--- src/rtl/imm_encoder_if.sv ---
// Request/result bundle for the immediate encoder.
// IMM_ENC_ROUNDTRIP_CHECK_EN adds the rt_mismatch result flag.
interface imm_encoder_if;
    logic        in_valid;
    logic        in_ready;
    logic [31:0] base_instr;
    logic [31:0] imm;
    logic [2:0]  Imm_op;
    logic        out_valid;
    logic        out_ready;
    logic [31:0] out_instr;
    logic        out_imm_err;
`ifdef IMM_ENC_ROUNDTRIP_CHECK_EN
    logic        rt_mismatch;

    modport master (
        output in_valid, base_instr, imm, Imm_op, out_ready,
        input  in_ready, out_valid, out_instr, out_imm_err, rt_mismatch
    );
    modport slave (
        input  in_valid, base_instr, imm, Imm_op, out_ready,
        output in_ready, out_valid, out_instr, out_imm_err, rt_mismatch
    );
`else
    modport master (
        output in_valid, base_instr, imm, Imm_op, out_ready,
        input  in_ready, out_valid, out_instr, out_imm_err
    );
    modport slave (
        input  in_valid, base_instr, imm, Imm_op, out_ready,
        output in_ready, out_valid, out_instr, out_imm_err
    );
`endif
endinterface

--- src/rtl/imm_encoder.sv ---
// Packs a 32-bit immediate into the RV32I immediate fields of a base instruction (2-stage pipe).
// Optional round-trip self-check: define IMM_ENC_ROUNDTRIP_CHECK_EN.
module imm_encoder #(
    parameter int ERR_CNT_W = 8
) (
    input  logic                 clk,
    input  logic                 rst,
    imm_encoder_if.slave         bus,
    output logic [ERR_CNT_W-1:0] err_count
);
    localparam logic [2:0] OP_I = 3'b001;
    localparam logic [2:0] OP_S = 3'b010;
    localparam logic [2:0] OP_B = 3'b011;
    localparam logic [2:0] OP_U = 3'b100;
    localparam logic [2:0] OP_J = 3'b101;
    localparam logic [ERR_CNT_W-1:0] CNT_MAX = {ERR_CNT_W{1'b1}};
    localparam logic [ERR_CNT_W-1:0] CNT_ONE = ERR_CNT_W'(1'b1);

    function automatic logic imm_err(input logic [2:0] op, input logic [31:0] v);
        logic e;
        case (op)
            OP_I, OP_S: e = !((&v[31:11]) || (~|v[31:11]));
            OP_B:       e = !((&v[31:12]) || (~|v[31:12])) || v[0];
            OP_U:       e = |v[11:0];
            OP_J:       e = !((&v[31:20]) || (~|v[31:20])) || v[0];
            default:    e = 1'b0;
        endcase
        return e;
    endfunction

    function automatic logic [31:0] pack_imm(input logic [31:0] base, input logic [31:0] v,
                                             input logic [2:0] op);
        logic [31:0] r;
        r = base;
        case (op)
            OP_I: r[31:20] = v[11:0];
            OP_S: begin
                r[31:25] = v[11:5];
                r[11:7]  = v[4:0];
            end
            OP_B: begin
                r[31]    = v[12];
                r[30:25] = v[10:5];
                r[11:8]  = v[4:1];
                r[7]     = v[11];
            end
            OP_U: r[31:12] = v[31:12];
            OP_J: begin
                r[31]    = v[20];
                r[30:21] = v[10:1];
                r[20]    = v[11];
                r[19:12] = v[19:12];
            end
            default: r = base;
        endcase
        return r;
    endfunction

`ifdef IMM_ENC_ROUNDTRIP_CHECK_EN
    // Formats without an immediate extract the request value so they never flag a mismatch.
    function automatic logic [31:0] extract_imm(input logic [31:0] i, input logic [2:0] op,
                                                input logic [31:0] req);
        logic [31:0] x;
        case (op)
            OP_I:    x = {{20{i[31]}}, i[31:20]};
            OP_S:    x = {{20{i[31]}}, i[31:25], i[11:7]};
            OP_B:    x = {{19{i[31]}}, i[31], i[7], i[30:25], i[11:8], 1'b0};
            OP_U:    x = {i[31:12], 12'h000};
            OP_J:    x = {{11{i[31]}}, i[31], i[19:12], i[20], i[30:21], 1'b0};
            default: x = req;
        endcase
        return x;
    endfunction
`endif

    logic        s1_valid_r;
    logic [31:0] s1_base_r;
    logic [31:0] s1_imm_r;
    logic [2:0]  s1_op_r;
    logic        s1_err_r;
    logic        out_valid_r;
    logic [31:0] out_instr_r;
    logic        out_err_r;
    logic [ERR_CNT_W-1:0] err_cnt_r;
    logic        s2_accept_s;
    logic        in_ready_s;
    logic        bump_s;
    logic [31:0] packed_s;

    assign s2_accept_s = !out_valid_r || bus.out_ready;
    assign in_ready_s  = !s1_valid_r || s2_accept_s;
    assign packed_s    = pack_imm(s1_base_r, s1_imm_r, s1_op_r);

    assign bus.in_ready    = in_ready_s;
    assign bus.out_valid   = out_valid_r;
    assign bus.out_instr   = out_instr_r;
    assign bus.out_imm_err = out_err_r;
    assign err_count       = err_cnt_r;

    // Stage 1: capture the request and classify its range.
    always_ff @(posedge clk) begin
        if (rst) begin
            s1_valid_r <= 1'b0;
            s1_base_r  <= 32'h0000_0000;
            s1_imm_r   <= 32'h0000_0000;
            s1_op_r    <= 3'b000;
            s1_err_r   <= 1'b0;
        end else if (in_ready_s) begin
            s1_valid_r <= bus.in_valid;
            if (bus.in_valid) begin
                s1_base_r <= bus.base_instr;
                s1_imm_r  <= bus.imm;
                s1_op_r   <= bus.Imm_op;
                s1_err_r  <= imm_err(bus.Imm_op, bus.imm);
            end
        end
    end

`ifdef IMM_ENC_ROUNDTRIP_CHECK_EN
    logic rt_r;
    assign bus.rt_mismatch = rt_r;

    // Round-trip flag travels with the stage-2 result.
    always_ff @(posedge clk) begin
        if (rst) begin
            rt_r <= 1'b0;
        end else if (s2_accept_s && s1_valid_r) begin
            rt_r <= !s1_err_r && (extract_imm(packed_s, s1_op_r, s1_imm_r) != s1_imm_r);
        end
    end
`endif

    // Stage 2: packed result, held while the consumer stalls.
    always_ff @(posedge clk) begin
        if (rst) begin
            out_valid_r <= 1'b0;
            out_instr_r <= 32'h0000_0000;
            out_err_r   <= 1'b0;
        end else if (s2_accept_s) begin
            out_valid_r <= s1_valid_r;
            if (s1_valid_r) begin
                out_instr_r <= packed_s;
                out_err_r   <= s1_err_r;
            end
        end
    end

    // Count flagged results only when they are actually delivered.
    always_comb begin
        bump_s = 1'b0;
        if (out_valid_r && bus.out_ready) begin
`ifdef IMM_ENC_ROUNDTRIP_CHECK_EN
            bump_s = out_err_r || rt_r;
`else
            bump_s = out_err_r;
`endif
        end else begin
            bump_s = 1'b0;
        end
    end

    // Saturating error counter.
    always_ff @(posedge clk) begin
        if (rst) begin
            err_cnt_r <= {ERR_CNT_W{1'b0}};
        end else if (bump_s && (err_cnt_r != CNT_MAX)) begin
            err_cnt_r <= err_cnt_r + CNT_ONE;
        end
    end
endmodule

--- src/flat_wrapper.sv ---
// flat-port wrapper written by rule: the top's interface ports become plain ports
module imm_encoder_flat 
#(
    parameter int ERR_CNT_W = 8
)
  (clk, rst, err_count, bus_in_valid, bus_base_instr, bus_imm, bus_Imm_op, bus_out_ready, bus_in_ready, bus_out_valid, bus_out_instr, bus_out_imm_err);
  imm_encoder_if bus_i ();
  input  logic clk;
  input  logic rst;
  output logic [ERR_CNT_W-1:0] err_count;
  input wire logic [$bits(bus_i.in_valid)-1:0] bus_in_valid;
  input wire logic [$bits(bus_i.base_instr)-1:0] bus_base_instr;
  input wire logic [$bits(bus_i.imm)-1:0] bus_imm;
  input wire logic [$bits(bus_i.Imm_op)-1:0] bus_Imm_op;
  input wire logic [$bits(bus_i.out_ready)-1:0] bus_out_ready;
  output wire logic [$bits(bus_i.in_ready)-1:0] bus_in_ready;
  output wire logic [$bits(bus_i.out_valid)-1:0] bus_out_valid;
  output wire logic [$bits(bus_i.out_instr)-1:0] bus_out_instr;
  output wire logic [$bits(bus_i.out_imm_err)-1:0] bus_out_imm_err;
  assign bus_i.in_valid = bus_in_valid;
  assign bus_i.base_instr = bus_base_instr;
  assign bus_i.imm = bus_imm;
  assign bus_i.Imm_op = bus_Imm_op;
  assign bus_i.out_ready = bus_out_ready;
  assign bus_in_ready = bus_i.in_ready;
  assign bus_out_valid = bus_i.out_valid;
  assign bus_out_instr = bus_i.out_instr;
  assign bus_out_imm_err = bus_i.out_imm_err;
  imm_encoder #(.ERR_CNT_W(ERR_CNT_W)) u_core (.clk(clk), .rst(rst), .bus(bus_i), .err_count(err_count));
endmodule
--- config.mk ---
export PLATFORM = sky130hd
export DESIGN_NAME = imm_encoder_flat
export DESIGN_NICKNAME = d
export VERILOG_FILES = /design/src/rtl/imm_encoder_if.sv /design/src/rtl/imm_encoder.sv /design/src/flat_wrapper.sv
export SDC_FILE = /design/constraint.sdc
export NUM_CORES = 1
export LEC_CHECK = 0
export ABC_AREA = 1
export ABC_CLOCK_PERIOD_IN_PS = 1600
export CAP_MARGIN = 15
export CORE_AREA = 2 2 164 86
export CTS_BUF_LIST = sky130_fd_sc_hd__clkbuf_4 sky130_fd_sc_hd__clkbuf_8
export CTS_CLUSTER_DIAMETER = 30
export DETAILED_ROUTE_END_ITERATION = 8
export DIE_AREA = 0 0 166 88
export HOLD_SLACK_MARGIN = 0.12
export PLACE_DENSITY = 0.63
export SLEW_MARGIN = 20
export SYNTH_ARGS = -nofsm -noshare
export SYNTH_HDL_FRONTEND = slang
export SYNTH_SLANG_ARGS = --single-unit
--- constraint.sdc ---
create_clock -name clk -period 1.6 [get_ports clk]
set_clock_uncertainty 0.15 [all_clocks]
set_input_delay 0.16 -clock clk [delete_from_list [all_inputs] [get_ports clk]]
set_output_delay 0.16 -clock clk [all_outputs]
set_load 0.01 [all_outputs]
---- Word-level counts from Yosys, hierarchy flattened ----
Index checks and enable logic that the tools add are counted.
storage, ports and cells
  register bits ........................... 111
  latch bits .............................. 0
  RAM bits ................................ 0
  ROM bits ................................ 0
  input bits .............................. 71
  output and inout bits ................... 43
  word-level logic and storage cells ...... 56
  memories kept ........................... 0
operators by class
  $add $sub $neg .......................... 1
  $mul .................................... 0
  div/mod/pow operators ................... 0
  $lt $le $gt $ge ......................... 0
  eq/ne operators ......................... 11
  shift operators ......................... 0
  muxes and demuxes ....................... 6
  bitwise logic cells ..................... 0
  reduce and logical (&&, ||, !) cells .... 29
operator list
  operator                                                         count
  7-bit one-hot mux with 4 select lines                            1
  12-bit OR reduction                                              2
  21-bit AND reduction                                             1
  21-bit OR reduction                                              1
  20-bit AND reduction                                             1
  20-bit OR reduction                                              1
  5-bit one-hot mux with 3 select lines                            1
  3-bit by 2-bit == test with 1-bit output, second input constant  4
  3-bit == test, second input constant                             4
  12-bit AND reduction                                             1
  5-bit one-hot mux with 2 select lines                            1
  8-bit by 1-bit adder with 8-bit output, second input constant    1
  1-bit logical NOT                                                8
  8-bit two-way mux                                                1
  8-bit inequality test, second input constant                     1
  1-bit logical OR                                                 7
  3-bit by 1-bit == test with 1-bit output, second input constant  2
  2-bit OR reduction                                               3
  1-bit one-hot mux with 4 select lines                            1
  2-bit AND reduction                                              2
  1-bit logical AND                                                2
  1-bit two-way mux                                                1

---- Depth between registers and ports, before layout ----
  depth in word-level cells ............... 6
  gate-level depth with buffers ........... 10
  depth with buffers taken out ............ 10

---- Worst setup path after synthesis ----
No wires, ideal clock.
  path kind ............................... flip-flop to flip-flop
  start ................................... register u_core.err_cnt_r[1] (netlist: u_core.err_count[1])
  end ..................................... register u_core.err_cnt_r[6] (netlist: u_core.err_count[6])
  setup time .............................. 0.113 ns
  arrival ................................. 1.249 ns
  required time ........................... 1.337 ns
  slack ................................... 0.088 ns
  cell stages (with the launch flop) ...... 11
  buffers on the path ..................... 0
  clock period less this slack ............ 1.512 ns
  path through ............................ dfxtp_1 -> ha_1 -> inv_1 -> nor3_2 -> nand4_2 -> nand2_4 -> inv_4 -> nand2_2 -> nand2_1 -> nand2_1 -> nor2_1
between the ends
  cells in the longest elaborated chain, start to end .. 2
  elaborated cells on any way between the ends .. 3
  those cells by class .................... 1 x add/sub; 1 x eq/ne; 1 x reduce/logical
ends and longest elaborated chain
  element                                                                         line                RTL
  start, declared                                                                 imm_encoder.sv:84   logic [ERR_CNT_W-1:0] err_cnt_r;
  start signal, assigned                                                          imm_encoder.sv:165  err_cnt_r <= {ERR_CNT_W{1'b0}};
  start signal, assigned                                                          imm_encoder.sv:167  err_cnt_r <= err_cnt_r + CNT_ONE;
  branches (longest 2 deep; another with 8-bit by 1-bit adder with 8-bit output)  --
Several ways; the timed one is not identified.
A chain may end at the register's enable or synchronous reset.

---- Final worst setup path ----
  start ................................... register u_core.out_instr_r[15] (netlist: u_core.bus.out_instr[15])
  end ..................................... output bus_out_instr[15]
RTL lines
  element                 line                RTL
  start, declared         imm_encoder.sv:82   logic [31:0] out_instr_r;
  start signal, assigned  imm_encoder.sv:142  out_instr_r <= packed_s;
  end, declared           flat_wrapper.sv:18  output wire logic [$bits(bus_i.out_instr)-1:0] bus_out_instr;
No word-level cell between the ends.

==> impl_metrics.json <==
{
  "via_per_inst": 4.91,
  "gp_congestion": 0.886,
  "finalNonFillerCells": 944,
  "vias": 4638,
  "peakVddDrop_uv": 502,
  "area_delta_synth_final_pct": 38.8,
  "pwr-share-clk": 0.303,
  "avgSynthCellArea_sq_um": 7.20,
  "max-clock-path-buffers": 2,
  "drc": 0,
  "cp_num_buf_inv": 1,
  "final.period_utilization": 0.975,
  "synth_edf_count": 0,
  "drive_gt1_frac": 0.103,
  "path_cells": "clkdlybuf4s50_1",
  "core_sq_um": 13200,
  "cts_tree": "done",
  "dpl.cell_count": 926,
  "min_to": "u_core.s1_imm_r[0]",
  "synth_cells": 641,
  "internal_power_uw": 4180,
  "wire_per_inst_um": 15.3,
  "r2r-start": "u_core.err_count[1]",
  "layout_commonest_cell": "nor2_1",
  "switchingPower_uw": 1580,
  "critPathTopFamily": "buffers and inverters",
  "syn-num-nets": 713,
  "ff2ff_path_depth": 8,
  "pwr-share-comb": 0.164,
  "maxUsedRoutingLayer": "met4",
  "worst_ep_required_time_ps": 1290,
  "routed-wl-met2_um": 5540,
  "grt_overflow_total": 0,
  "worstMarginPinSlew_ps": 503,
  "io_pins": 114,
  "grt_usage": 0.203,
  "cts_max_level": 3,
  "cp_max_fo": 2,
  "initial_core_util": 0.350,
  "die_area_sq_um": 14600,
  "drt-pass1-iter-count": 5,
  "p_leak_uw": 0.00298,
  "clkSinkCount": 111,
  "m1WireLength_um": 7710,
  "dpl.hpwl_um": 10800,
  "clk_latency_ps": 380,
  "endpoint_kind": "output pin",
  "final_cell_mix": "168 x nor2_1, 103 x o21ai_0, 103 x dfxtp_1",
  "grt_max_degree": 37,
  "slew_headroom": 0.662,
  "yosysUniqueCellTypes": 33,
  "cts_buffers": 9,
  "hp-start": "bus_imm[0]",
  "async_flop_share": 0,
  "cpPeakStageDelay_ps": 530,
  "fillers": 1303,
  "reg2reg_to": "u_core.err_count[4]",
  "setup_viol": 0,
  "drt_iter0_drc": 384,
  "finalSetupTns_ps": 0,
  "fmax_ghz": 0.641,
  "worstPathArrival_ps": 1250,
  "ys_ff_latch": 111,
  "power_density_nw_per_um2": 899,
  "die-width_um": 166,
  "hold_violations": 0,
  "wl_met3_um": 1070,
  "hold-path-cell-count": 3,
  "r2r_slack_ps": 50,
  "num-nets-final": 835,
  "seqPwrFrac": 0.533,
  "critPathKind": "flip-flop to output pin",
  "die_y_um": 88,
  "diodes": 0,
  "cts_root_buffer": "clkbuf_8",
  "io_buffers": 113,
  "postRouteAntennaNets": 0,
  "clkTransAtPathRegs_ps": 100,
  "grt_pass1_vias": 4425,
  "grt_pass1_wl_um": 23200,
  "cap_violations": 0,
  "slew_violations": 0,
  "slowest_stage": "clkdlybuf4s50_1",
  "routed_wl_um": 14400,
  "hp-class": "input port to flip-flop",
  "status": "complete, no violations",
  "fin_crit_ps": 1560,
  "ys.flop_type": "dfxtp_1",
  "syn_area_sq_um": 4610,
  "synth_seq_area_share": 0.482,
  "hold_slack_ps": 251,
  "crit_path_start_kind": "flip-flop",
  "num_rows": 30,
  "p_sw_frac": 0.275,
  "ys_warn_count": 0,
  "antenna_found_initial": 0
}
==> per-stage QoR <==
stage	util	total power (uW)	setup WS, ps	instance area [sq um]
global route	0.486	6050	-3.55	6410
detailed placement	0.464	4090	-186	6120
global placement	0.464	4070	-157	6120
CTS	0.478	5810	2.67	6300
floorplan	-	3550	88.2	4610
finish	0.486	5760	40.3	6410
==> state kept, by name, indices dropped and copies added, names as in the netlist <==
| name | count |
|---|---|
| u_core.bus.out_imm_err | 1 |
| u_core.s1_valid_r | 1 |
| u_core.s1_op_r | 3 |
| u_core.bus.out_instr | 32 |
| u_core.s1_imm_r | 32 |
| u_core.bus.out_valid | 1 |
| u_core.err_count | 8 |
| u_core.s1_base_r | 32 |
| u_core.s1_err_r | 1 |
==> routing by layer <==
metal,vias up,GRT usage
met5,-,0
met4,0,0.0372
met3,8,0.0574
met2,150,0.278
met1,2134,0.314
li1,2346,-
==> power groups by stage <==
stage / clock network [uW] / logic, uW / registers [uW]
floorplan: 0 / 427 / 3120
global placement: 0 / 948 / 3120
detailed placement: 0 / 962 / 3130
CTS: 1790 / 950 / 3070
global route: 1910 / 1050 / 3090
finish: 1750 / 945 / 3070
==> final cells by class <==
cell class	count	area (sq um)	share of cell area
timing repair buffer	145	1480	0.231
clock inverter	6	66.3	0.0104
clock buffer	10	138	0.0215
inverter	35	139	0.0217
tap	176	220	0.0344
multi-input combinational	461	2130	0.332
sequential	111	2230	0.348
==> worst min-delay path, delay by kind of cell <==
| kind | cells | cell delay, ps |
|---|---|---|
| compound gates | 1 | 70 |
| buf+inv | 2 | 510 |
==> synthesized netlist by cell type, types with 2 or more instances <==
library cell,count,area [sq um]
nand2_2,3,18.8
clkbuf_2,3,15.0
buf_2,13,65.1
xnor2_1,2,17.5
nand2_1,81,304
dfxtp_1,111,2220
buf_4,4,30.0
a31oi_1,7,43.8
nand3_1,16,80.1
clkbuf_1,14,52.6
inv_2,6,22.5
a21oi_1,55,275
nor2_1,168,631
o21ai_0,105,526
xor2_1,2,17.5
or2_2,2,12.5
nand4_1,3,18.8
inv_1,28,105
a41oi_1,2,17.5
a221oi_1,3,26.3
==> logic make-up (layout without fill, tap and decap cells) <==
kind of cell	Yosys count	in the layout	synth area share
and+or+nand+nor	282	282	0.248
AOI/OAI and AO/OA	174	174	0.196
DFF	111	111	0.482
buffers and inverters	69	196	0.0643
xor gates and xnor gates	4	4	0.00759
adders and majority gates	1	1	0.00271
==> worst max-delay path by stage <==
stage                              from                       end  slack, ps  cells after the start
2_1_floorplan       u_core.err_count[1]       u_core.err_count[6]         90                     10
5_1_grt        u_core.bus.out_instr[15]         bus_out_instr[15]         -4                      1
3_5_place_dp              bus_out_ready  u_core.bus.out_instr[17]       -190                      8
3_3_place_gp                bus_imm[11]           u_core.s1_err_r       -160                      8
4_1_cts        u_core.bus.out_instr[13]         bus_out_instr[13]          3                      1
6_report       u_core.bus.out_instr[15]         bus_out_instr[15]         40                      1
==> what timing repair did <==
action / in CTS / in global routing
hold buffers: 0 / 0
gates resized for setup: 29 / 34
pin swaps: 0 / 7
endpoints found under the setup margin: 23 / 24
buffers inserted: 0 / 2
gates cloned: 0 / 0
(Power assumes the default switching activity.)
